$ cat config.mk
export PLATFORM = sky130hd
export DESIGN_NAME = i2c_slave_rx
export DESIGN_NICKNAME = d
export VERILOG_FILES = /design/src/rtl/i2c_slave_rx.sv
export SDC_FILE = /design/constraint.sdc
export NUM_CORES = 1
export LEC_CHECK = 0
export ABC_CLOCK_PERIOD_IN_PS = 1600
export CAP_MARGIN = 25
export CORE_MARGIN = 2
export CORE_UTILIZATION = 51
export DETAILED_ROUTE_END_ITERATION = 10
export PLACE_DENSITY = 0.77
export SKIP_LAST_GASP = 1
export SLEW_MARGIN = 10
export SYNTH_ARGS = -nofsm -noshare
export SYNTH_HDL_FRONTEND = slang
export SYNTH_SLANG_ARGS = --single-unit
$ cat constraint.sdc
create_clock -name pclk -period 1.6 [get_ports pclk]
set_input_delay 0.48 -clock pclk [delete_from_list [all_inputs] [get_ports pclk]]
set_output_delay 0.48 -clock pclk [all_outputs]
set_load 0.1 [all_outputs]
$ cat src/rtl/i2c_slave_rx.sv
// Write-only I2C target: oversamples SCL/SDA on pclk, detects START/STOP, matches
// its 7-bit address, shifts in data bytes, ACKs them and hands them to a one-entry holding register.
module i2c_slave_rx #(
   parameter logic [6:0] SLV_ADDR = 7'h2A
) (
   input  logic       pclk,
   input  logic       prst,
   input  logic       i_scl_in,
   input  logic       i_sda_in,
   output logic       o_sda_oe,
   output logic [7:0] o_rx_data,
   output logic       o_rx_valid,
   input  logic       i_rx_taken,
   output logic       o_addr_match,
   output logic       o_busy,
   output logic       o_start_det,
   output logic       o_stop_det,
   output logic       o_overflow,
   output logic [2:0] dbg_state
);

   typedef enum logic [2:0] {
      IDLE     = 3'd0,
      ADDR     = 3'd1,
      ADDR_ACK = 3'd2,
      DATA     = 3'd3,
      DATA_ACK = 3'd4,
      IGNORE   = 3'd5
   } state_t;

   state_t     state;
   logic       scl_m, scl_s, scl_d;
   logic       sda_m, sda_s, sda_d;
   logic [7:0] shift;
   logic [3:0] bit_cnt;

   logic scl_rise, scl_fall, start_ev, stop_ev, space;

   // SDA may only move as START/STOP while SCL is stably high on both samples.
   assign scl_rise = scl_s & ~scl_d;
   assign scl_fall = ~scl_s & scl_d;
   assign start_ev = ~sda_s & sda_d & scl_s & scl_d;
   assign stop_ev  = sda_s & ~sda_d & scl_s & scl_d;
   assign space    = ~o_rx_valid | i_rx_taken;

   assign dbg_state = state;

   always_ff @(posedge pclk) begin
      if (prst) begin
         state        <= IDLE;
         scl_m        <= 1'b1;
         scl_s        <= 1'b1;
         scl_d        <= 1'b1;
         sda_m        <= 1'b1;
         sda_s        <= 1'b1;
         sda_d        <= 1'b1;
         shift        <= 8'h00;
         bit_cnt      <= 4'd0;
         o_sda_oe     <= 1'b0;
         o_rx_data    <= 8'h00;
         o_rx_valid   <= 1'b0;
         o_addr_match <= 1'b0;
         o_busy       <= 1'b0;
         o_start_det  <= 1'b0;
         o_stop_det   <= 1'b0;
         o_overflow   <= 1'b0;
      end else begin
         scl_m       <= i_scl_in;
         scl_s       <= scl_m;
         scl_d       <= scl_s;
         sda_m       <= i_sda_in;
         sda_s       <= sda_m;
         sda_d       <= sda_s;
         o_start_det <= 1'b0;
         o_stop_det  <= 1'b0;
         o_overflow  <= 1'b0;

         // A load later in this block overrides this clear.
         if (i_rx_taken)
            o_rx_valid <= 1'b0;

         if (start_ev) begin
            state        <= ADDR;
            bit_cnt      <= 4'd0;
            o_sda_oe     <= 1'b0;
            o_addr_match <= 1'b0;
            o_start_det  <= 1'b1;
            o_busy       <= 1'b1;
         end else if (stop_ev) begin
            state        <= IDLE;
            o_sda_oe     <= 1'b0;
            o_addr_match <= 1'b0;
            o_stop_det   <= 1'b1;
            o_busy       <= 1'b0;
         end else begin
            case (state)
               ADDR, DATA: begin
                  if (scl_rise) begin
                     shift   <= {shift[6:0], sda_s};
                     bit_cnt <= bit_cnt + 4'd1;
                  end else if (scl_fall && bit_cnt == 4'd8) begin
                     if (state == ADDR) begin
                        if (shift[7:1] == SLV_ADDR && !shift[0]) begin
                           o_sda_oe     <= 1'b1;
                           o_addr_match <= 1'b1;
                           state        <= ADDR_ACK;
                        end else begin
                           o_sda_oe <= 1'b0;
                           state    <= IGNORE;
                        end
                     end else begin
                        if (space) begin
                           o_rx_data  <= shift;
                           o_rx_valid <= 1'b1;
                           o_sda_oe   <= 1'b1;
                        end else begin
                           o_overflow <= 1'b1;
                        end
                        state <= DATA_ACK;
                     end
                  end
               end
               ADDR_ACK, DATA_ACK: begin
                  if (scl_fall) begin
                     o_sda_oe <= 1'b0;
                     bit_cnt  <= 4'd0;
                     state    <= DATA;
                  end
               end
               default: ;
            endcase
         end
      end
   end

endmodule
; ---- Word level (Yosys, flattened, before mapping)
; Index checks and enable logic that the tools add are counted.
; Widths: inputs -> output; s select.
[totals]
register_bits = 36
elab_cells = 102
mem_bits_rw = 0
romBits = 0
mem_count = 0
input_bits = 5
output_inout_bits = 18
latchBits = 0
[op_classes]
n_reduce_logical = 18
bitwise_logic = 20
order_cmp = 0
addsub = 1
n_mul = 0
shifts = 0
n_eq_ne = 14
n_div = 0
n_mux = 31
[ops]
columns = operator, n
row1 = $mux 1, 21
row2 = $reduce_and 4->1, 4
row3 = $mux 3, 5
row4 = $ne 4x4->1 const B, 3
row5 = $not 1->1, 11
row6 = $reduce_and 5->1, 2
row7 = $and 1x1->1, 8
row8 = $mux 4, 2
row9 = $ne 2x2->1 const B, 4
row10 = $pmux 4 s2, 1
row11 = $eq 7x6->1 const B, 1
row12 = $reduce_and 7->1, 1
row13 = $reduce_or 7->1, 1
row14 = $eq 3x2->1 const B, 2
row15 = $pmux 3 s2, 1
row16 = $reduce_or 2->1, 3
row17 = $add 4x1->4 const B, 1
row18 = $eq 4x4->1 const B, 1
row19 = $reduce_bool 2->1, 2
row20 = $reduce_bool 4->1, 1
row21 = $eq 3x1->1 const B, 1
row22 = $eq 3x3->1 const B, 1
row23 = $ne 3x3->1 const B, 1
row24 = $reduce_or 3->1, 1
row25 = other kinds (4), 5

; ---- Logic depth before layout (Yosys ltp)
; Gate-level depths: netlist of the first run.
[logic_depth]
ltp_word = 9
ltp_mapped = 7
ltp_nobuf = 7

; ---- Worst setup path after synthesis of the first run
; OpenSTA, ideal clock, no wires.
[synth_timing]
path_type = reg-to-reg
startpoint = register state[0] (netlist: dbg_state[0])
endpoint = register o_rx_data[0]
setup_ns = 0.128
t_arrival_ns = 2.075
t_required_ns = 1.472
path_buffers = 0
path_stages_with_launch = 6
period_less_slack_ns = 2.203
path_slack_ns = -0.603
cell_sequence = dfxtp_1 and2b_1 nand4_1 nor2_4 mux2i_1 nor2_1
[synth_between]
elab_chain_len = 3
word_cells_on_any_way = 5
cone_classes = eq/ne (2) / bitwise (1) / reduce/logical (2)
[synth_rtl]
columns = element, line
row1 = from (decl), 31  ; state_t state;
row2 = from (signal assigned), 50  ; state <= IDLE;
row3 = from (signal assigned), 83  ; state <= ADDR;
row4 = from (signal assigned), 90  ; state <= IDLE;
row5 = $eq 3x1->1 or $eq 3x2->1 (tied branches), "96, 102"
row6 = $reduce_or 2->1 or $not 1->1 (tied branches), -
row7 = $reduce_and 7->1 (no line) (*), -
row8 = to (signal assigned), 113  ; o_rx_data <= shift;
row9 = to (decl), 11  ; output logic [7:0] o_rx_data,
; Every way passes the cells marked *; elsewhere a longest branch is shown, timed or not.
; A chain may end at the register's enable or synchronous reset.

; ---- Final worst setup path of the first run
[layout_timing]
startpoint = register bit_cnt[0]
endpoint = register state[1] (netlist: dbg_state[1])
[layout_between]
elab_chain_len = 4
[layout_rtl]
columns = element, line
row1 = from (decl), 35  ; logic [3:0] bit_cnt;
row2 = from (signal assigned), 100  ; bit_cnt <= bit_cnt + 4'd1;
row3 = $eq 4x4->1, 101  ; end else if (scl_fall && bit_cnt == 4'd8) begin
row4 = $logic_and 1x1->1, 101
row5 = $ne 2x2->1 (no line), -
row6 = $reduce_and 4->1 (no line), -
row7 = to (signal assigned), 106  ; state <= ADDR_ACK;
row8 = to (signal assigned), 109  ; state <= IGNORE;
row9 = to (signal assigned), 119  ; state <= DATA_ACK;
; Every way passes these cells.

==> impl_metrics.json, run 1 <==
{
  "timing.rr.start": "bit_cnt[0]$_SDFFE_PP0P_",
  "setup_violations": 1,
  "postCtsSetupRepairBufs": 0,
  "netlist_area_mm2": 0.00142,
  "syn_avg_cell_area_um2": 9.18,
  "grt_max_degree": 16,
  "crit_path_end_kind": "flip-flop",
  "cts-buffers-inserted": 5,
  "rsz0062_at_grt": "yes",
  "worst_slack_ns": -0.0193,
  "holdBufCountCts": 0,
  "min_path_type": "reg2reg",
  "hpwl_um": 2090,
  "clk_pin_slew_ns": 0.11,
  "hold_path_depth": 1,
  "syn_to_final_growth_pct": 46.9,
  "multi_input_area_um2": 743,
  "synth-main-ff-cell": "dfxtp_1",
  "clock_sinks": 36,
  "power_uw": 1590,
  "antenna_found_initial": 0,
  "whs_ns": 0.425,
  "drc": 0,
  "synthCells": 155,
  "port_buffers": 22,
  "worst_slew_pin_slew_ns": 0.317,
  "chipHeight_um": 56.8,
  "grt_pass1_vias": 1118,
  "viasPerCell": 5.46,
  "first_pass_iters": 6,
  "synth_edf_count": 0,
  "ys_seq_area_frac": 0.507,
  "overflow": 0,
  "wire_per_inst_um": 13.4,
  "slew_headroom": 0.788,
  "critPathMaxFanout": 5,
  "dieWidth_um": 56.8,
  "place_congestion": 0.777,
  "synth_seq_cells": 36,
  "finalWirelength_um": 2970,
  "cts_tree": "done",
  "r2r_cells": 7,
  "vias": 1207,
  "finalHoldViolCount": 0,
  "hp-start": "sda_m$_SDFF_PP1_",
  "violations": "negative setup slack",
  "fin_crit_ns": 1.62,
  "drtIter0Drc": 54,
  "initial_core_util": 0.525,
  "grt_pass1_wl_um": 4880,
  "status": "complete, but fails checks",
  "diodes": 0,
  "cap_violations": 0,
  "fin_crit_sh": 1.01,
  "postSynth.asyncResetShare": 0,
  "start_kind": "flip-flop",
  "yosysMostFrequentCell": "dfxtp_1",
  "layoutNonFillerInstCount": 221,
  "finalCoreUtilization": 0.771,
  "yosysWarnings": 0,
  "nNetsFinal": 196,
  "p_per_area_mw_per_mm2": 763,
  "dp.cells": 213,
  "required_ns": 1.85,
  "rr_endpoint": "dbg_state[1]$_SDFFE_PP0P_",
  "skew_ns": 0.0134,
  "num_io_pins": 23,
  "regArea_um2": 744,
  "slew_viol_final": 0,
  "cts_buffer_depth": 2,
  "drive_above_1_share": 0.358,
  "ant_nets": 0,
  "slowest_stage": "or3_4",
  "clk_latency_ns": 0.36,
  "critPathKind": "reg2reg",
  "grt_usage": 0.200,
  "synth_top_area_share": 0.507,
  "synth_fp_nets": 162,
  "num_rows": 19,
  "critical_path.max_stage_delay_ns": 0.41,
  "clockRootBuffer": "clkbuf_4",
  "synth_top_area_cell": "dfxtp_1",
  "nFillCells": 175,
  "core_area_mm2": 0.00271,
  "ys_top_cells_by_area": "dfxtp_1 51%, a21oi_1 6.0%, mux2i_1 5.6%",
  "hold_end": "sda_s$_SDFF_PP1_",
  "peakVddDrop_mv": 0.726,
  "cts-htree-levels": 2,
  "cp.arrival_ns": 1.87,
  "ys_types": 34,
  "reg2reg_slack_ns": -0.02,
  "p_leak_uw": 0.000750,
  "fmax_ghz": 0.618,
  "dieArea_mm2": 0.00323,
  "worstPathCellList": "inv_2 > ha_4 > and3b_1 > and2_4 > a22oi_2 > or3_4 > nor3b_2",
  "ys_top_cells_by_count": "36 x dfxtp_1, 18 x nand2_1, 17 x a21oi_1, 17 x nor2_1"
}
layer usage:
| layer | track usage | up-vias | part of all wire | wire [um] |
|---|---|---|---|---|
| met5 | 0 | - | 0 | 0 |
| met4 | 0.0897 | 0 | 0.029 | 85 |
| met3 | 0.0783 | 10 | 0.048 | 144 |
| met2 | 0.317 | 35 | 0.49 | 1450 |
| met1 | 0.237 | 561 | 0.44 | 1290 |
| li1 | - | 601 | - | - |
cell type report:
class	instances	area share
flip-flops and latches	36	0.356
clock buffers	6	0.0299
inverters	2	0.00359
repair buffers	31	0.230
clock inverters	2	0.00599
well taps	31	0.0186
multi-input cells	113	0.356
sequential cells by signal, indices dropped and copies added, names as in the netlist:
register / cells
bit_cnt: 4
dbg_state: 3
o_addr_match: 1
o_busy: 1
o_overflow: 1
o_rx_data: 8
o_rx_valid: 1
o_sda_oe: 1
o_start_det: 1
o_stop_det: 1
scl_d: 1
scl_m: 1
scl_s: 1
sda_d: 1
sda_m: 1
sda_s: 1
shift: 8
layout by cell type (no fill, tap or decap), drive strengths merged, types with 2 or more instances in the layout:
master	Yosys	layout
mux2i	8	8
clkdlybuf4s50	0	4
nor3b	3	3
or3	2	2
nor3	4	4
and2b	3	3
buf	1	27
a21oi	17	17
clkbuf	3	6
nand2	18	18
nor2	19	19
nand3b	2	2
a31oi	2	2
inv	2	2
and2	2	2
o21ai	3	3
ha	2	2
dfxtp	36	36
nand2b	6	6
or2	8	8
cell families after synthesis:
family / synth area share
simple gates: 0.276
flops: 0.507
compound gates: 0.120
mux: 0.0563
buf+inv: 0.0167
fa+ha+maj: 0.0176
xor+xnor: 0.00616
through the flow:
step	TNS, ns	area [um2]	setup slack [ns]
2_1_floorplan	-0.0641	1440	-0.00801
3_3_place_gp	-0.435	1940	-0.0845
3_5_place_dp	-0.791	1940	-0.120
4_1_cts	0	2020	0.000973
5_1_grt	-0.0968	2090	-0.0662
6_report	-0.0193	2090	-0.0193
critical path, delay by kind of cell (launching register included):
| family | cells | cell delay (ns) |
|---|---|---|
| AOI/OAI and AO/OA | 1 | 0.08 |
| adders and majority gates | 1 | 0.12 |
| DFF | 1 | 0.34 |
| and+or+nand+nor | 4 | 0.92 |
| buffers and inverters | 1 | 0.06 |
repair_timing:
item                                    in CTS  in global routing
gates resized for setup                      1                 22
pin swaps                                    0                  7
cloned                                       0                  0
endpoints found under the setup margin       1                 19
worst max-delay path by stage:
| stage | from | end | slack, ns | cells after the start |
|---|---|---|---|---|
| 2_1_floorplan | dbg_state[0]$_SDFFE_PP0P_ | o_rx_data[0]$_SDFFE_PP0P_ | -0.008 | 5 |
| 3_3_place_gp | i_rx_taken | o_sda_oe$_SDFFE_PP0P_ | -0.08 | 5 |
| 3_5_place_dp | i_rx_taken | o_rx_data[6]$_SDFFE_PP0P_ | -0.12 | 6 |
| 4_1_cts | dbg_state[2]$_SDFFE_PP0P_ | bit_cnt[2]$_SDFFE_PP0P_ | 0.001 | 5 |
| 5_1_grt | bit_cnt[0]$_SDFFE_PP0P_ | dbg_state[1]$_SDFFE_PP0P_ | -0.07 | 7 |
| 6_report | bit_cnt[0]$_SDFFE_PP0P_ | dbg_state[1]$_SDFFE_PP0P_ | -0.02 | 7 |
where the power goes:
group	leakage [uW]	switching, uW	internal (uW)
logic	0.000413	62.1	43.3
clock network	0.0000394	317	263
registers	0.000298	9.53	900
total	0.000750	388	1210
(Power assumes the default switching activity.)
==> run 2, diff against run 1 <==
CAP_MARGIN = not set   (was 25)
CORE_MARGIN = not set   (was 2)
==> impl_metrics.json, run 2 (synthesized netlist as in run 1, its figures left out) <==
{
  "status": "complete, but fails checks",
  "violations": "negative setup slack",
  "critPathMaxFanout": 4,
  "cp.arrival_ns": 1.94,
  "grt_pass1_vias": 1073,
  "finalWirelength_um": 3130,
  "overflow": 0,
  "hp-start": "scl_m$_SDFF_PP1_",
  "slew_viol_final": 0,
  "hpwl_um": 2250,
  "cts_buffer_depth": 2,
  "layoutNonFillerInstCount": 225,
  "num_rows": 18,
  "num_io_pins": 23,
  "final_common_cell": "dfxtp_1",
  "fin_crit_ns": 1.65,
  "crit_path_end_kind": "flip-flop",
  "viasPerCell": 5.42,
  "required_ns": 1.89,
  "drive_above_1_share": 0.344,
  "grt_util_met3": 0.0750,
  "drtIter0Drc": 21,
  "dp.cells": 215,
  "whs_ns": 0.420,
  "critPathKind": "reg2reg",
  "power_uw": 1580,
  "antenna_found_initial": 0,
  "first_pass_iters": 4,
  "fin_crit_sh": 1.03,
  "core_area_mm2": 0.00254,
  "clk_latency_ns": 0.34,
  "place_congestion": 0.842,
  "port_buffers": 22,
  "timing.rr.start": "bit_cnt[1]$_SDFFE_PP0P_",
  "finalCoreUtilization": 0.824,
  "cts-htree-levels": 2,
  "use_met2": 0.351,
  "skew_ns": 0.0119,
  "reg_top3": "o_rx_data x8, shift x8, bit_cnt x4",
  "worst_slew_pin_slew_ns": 0.352,
  "min_path_type": "reg2reg",
  "final_cell_mix": "30 x dfxtp_1, 19 x buf_12, 18 x nand2_1",
  "clockRootBuffer": "clkbuf_4",
  "holdBufCountCts": 0,
  "cts-buffers-inserted": 5,
  "grt_pass1_wl_um": 4690,
  "clk_pin_slew_ns": 0.11,
  "grt_usage": 0.228,
  "p_leak_uw": 0.000772,
  "cts_tree": "done",
  "diodes": 0,
  "dieArea_mm2": 0.00300,
  "worst_slack_ns": -0.0514,
  "place_ws_ns": -0.115,
  "gr-usage-met1": 0.284,
  "slowest_stage": "or3_4",
  "setup_violations": 2,
  "slew_headroom": 0.765,
  "nNetsFinal": 201,
  "fmax_ghz": 0.606,
  "critical_path.max_stage_delay_ns": 0.36,
  "chipHeight_um": 54.8,
  "drc": 0,
  "p_per_area_mw_per_mm2": 755,
  "wire_per_inst_um": 13.9,
  "worstPathCellList": "inv_2 > ha_2 > and3b_1 > and2_4 > a22oi_2 > buf_4 > or3_4 > a21oi_2",
  "start_kind": "flip-flop",
  "grt_max_degree": 12,
  "dieWidth_um": 54.8,
  "initial_core_util": 0.559,
  "peakVddDrop_mv": 0.834,
  "syn_to_final_growth_pct": 47.5,
  "clock_sinks": 36,
  "rsz0062_at_grt": "yes",
  "cap_violations": 0,
  "vias": 1219,
  "crit_start": "bit_cnt[1]$_SDFFE_PP0P_",
  "finalHoldViolCount": 0,
  "top_usage_layer": "met2",
  "ant_nets": 0
}
run 2: worst paths after layout:
path / end / slack [ns] / cells after the start
hold reg to reg: scl_s$_SDFF_PP1_ / 0.42 / 1
setup reg to reg: o_sda_oe$_SDFFE_PP0P_ / -0.05 / 8
setup / recovery: o_sda_oe$_SDFFE_PP0P_ / -0.05 / 8
hold / removal: scl_s$_SDFF_PP1_ / 0.42 / 1
run 2: cell type report:
type	instances	area (um2)
inverter	2	7.51
tap	30	37.5
clock inverter	1	5.00
fill	154	447
multi-input combinational	113	728
sequential	36	736
timing repair buffer	36	518
clock buffer	7	66.3
run 2: where the power goes:
part,switching [uW],total [uW],internal [uW]
clock,296,560,265
sequential,9.80,911,902
combinational,64.3,112,47.8
run 2: timing repair:
action                     CTS  global route
gates resized for setup      0            14
setup endpoints to repair    0            18
setup buffers                0             2
run 2: metal layers:
| metal | part of all wire | vias up |
|---|---|---|
| met3 | 0.050 | 7 |
| met2 | 0.52 | 42 |
| li1 | - | 610 |
| met1 | 0.42 | 560 |
| met4 | 0.011 | 0 |
| met5 | 0 | - |
run 2: through the flow:
| stage | TNS (ns) | area (um2) |
|---|---|---|
| finish | -0.0694 | 2100 |
| global route | -0.379 | 2100 |
| CTS | 0 | 2030 |
| detailed placement | -0.744 | 1960 |
| global placement | -0.364 | 1960 |
| floorplan | -0.0641 | 1440 |
run 2: worst max-delay path, delay by kind of cell, from the launching register on:
| kind | cells | cell delay (ns) |
|---|---|---|
| flops | 1 | 0.33 |
| simple gates | 3 | 0.71 |
| buf+inv | 2 | 0.20 |
| compound gates | 2 | 0.21 |
| fa+ha+maj | 1 | 0.15 |
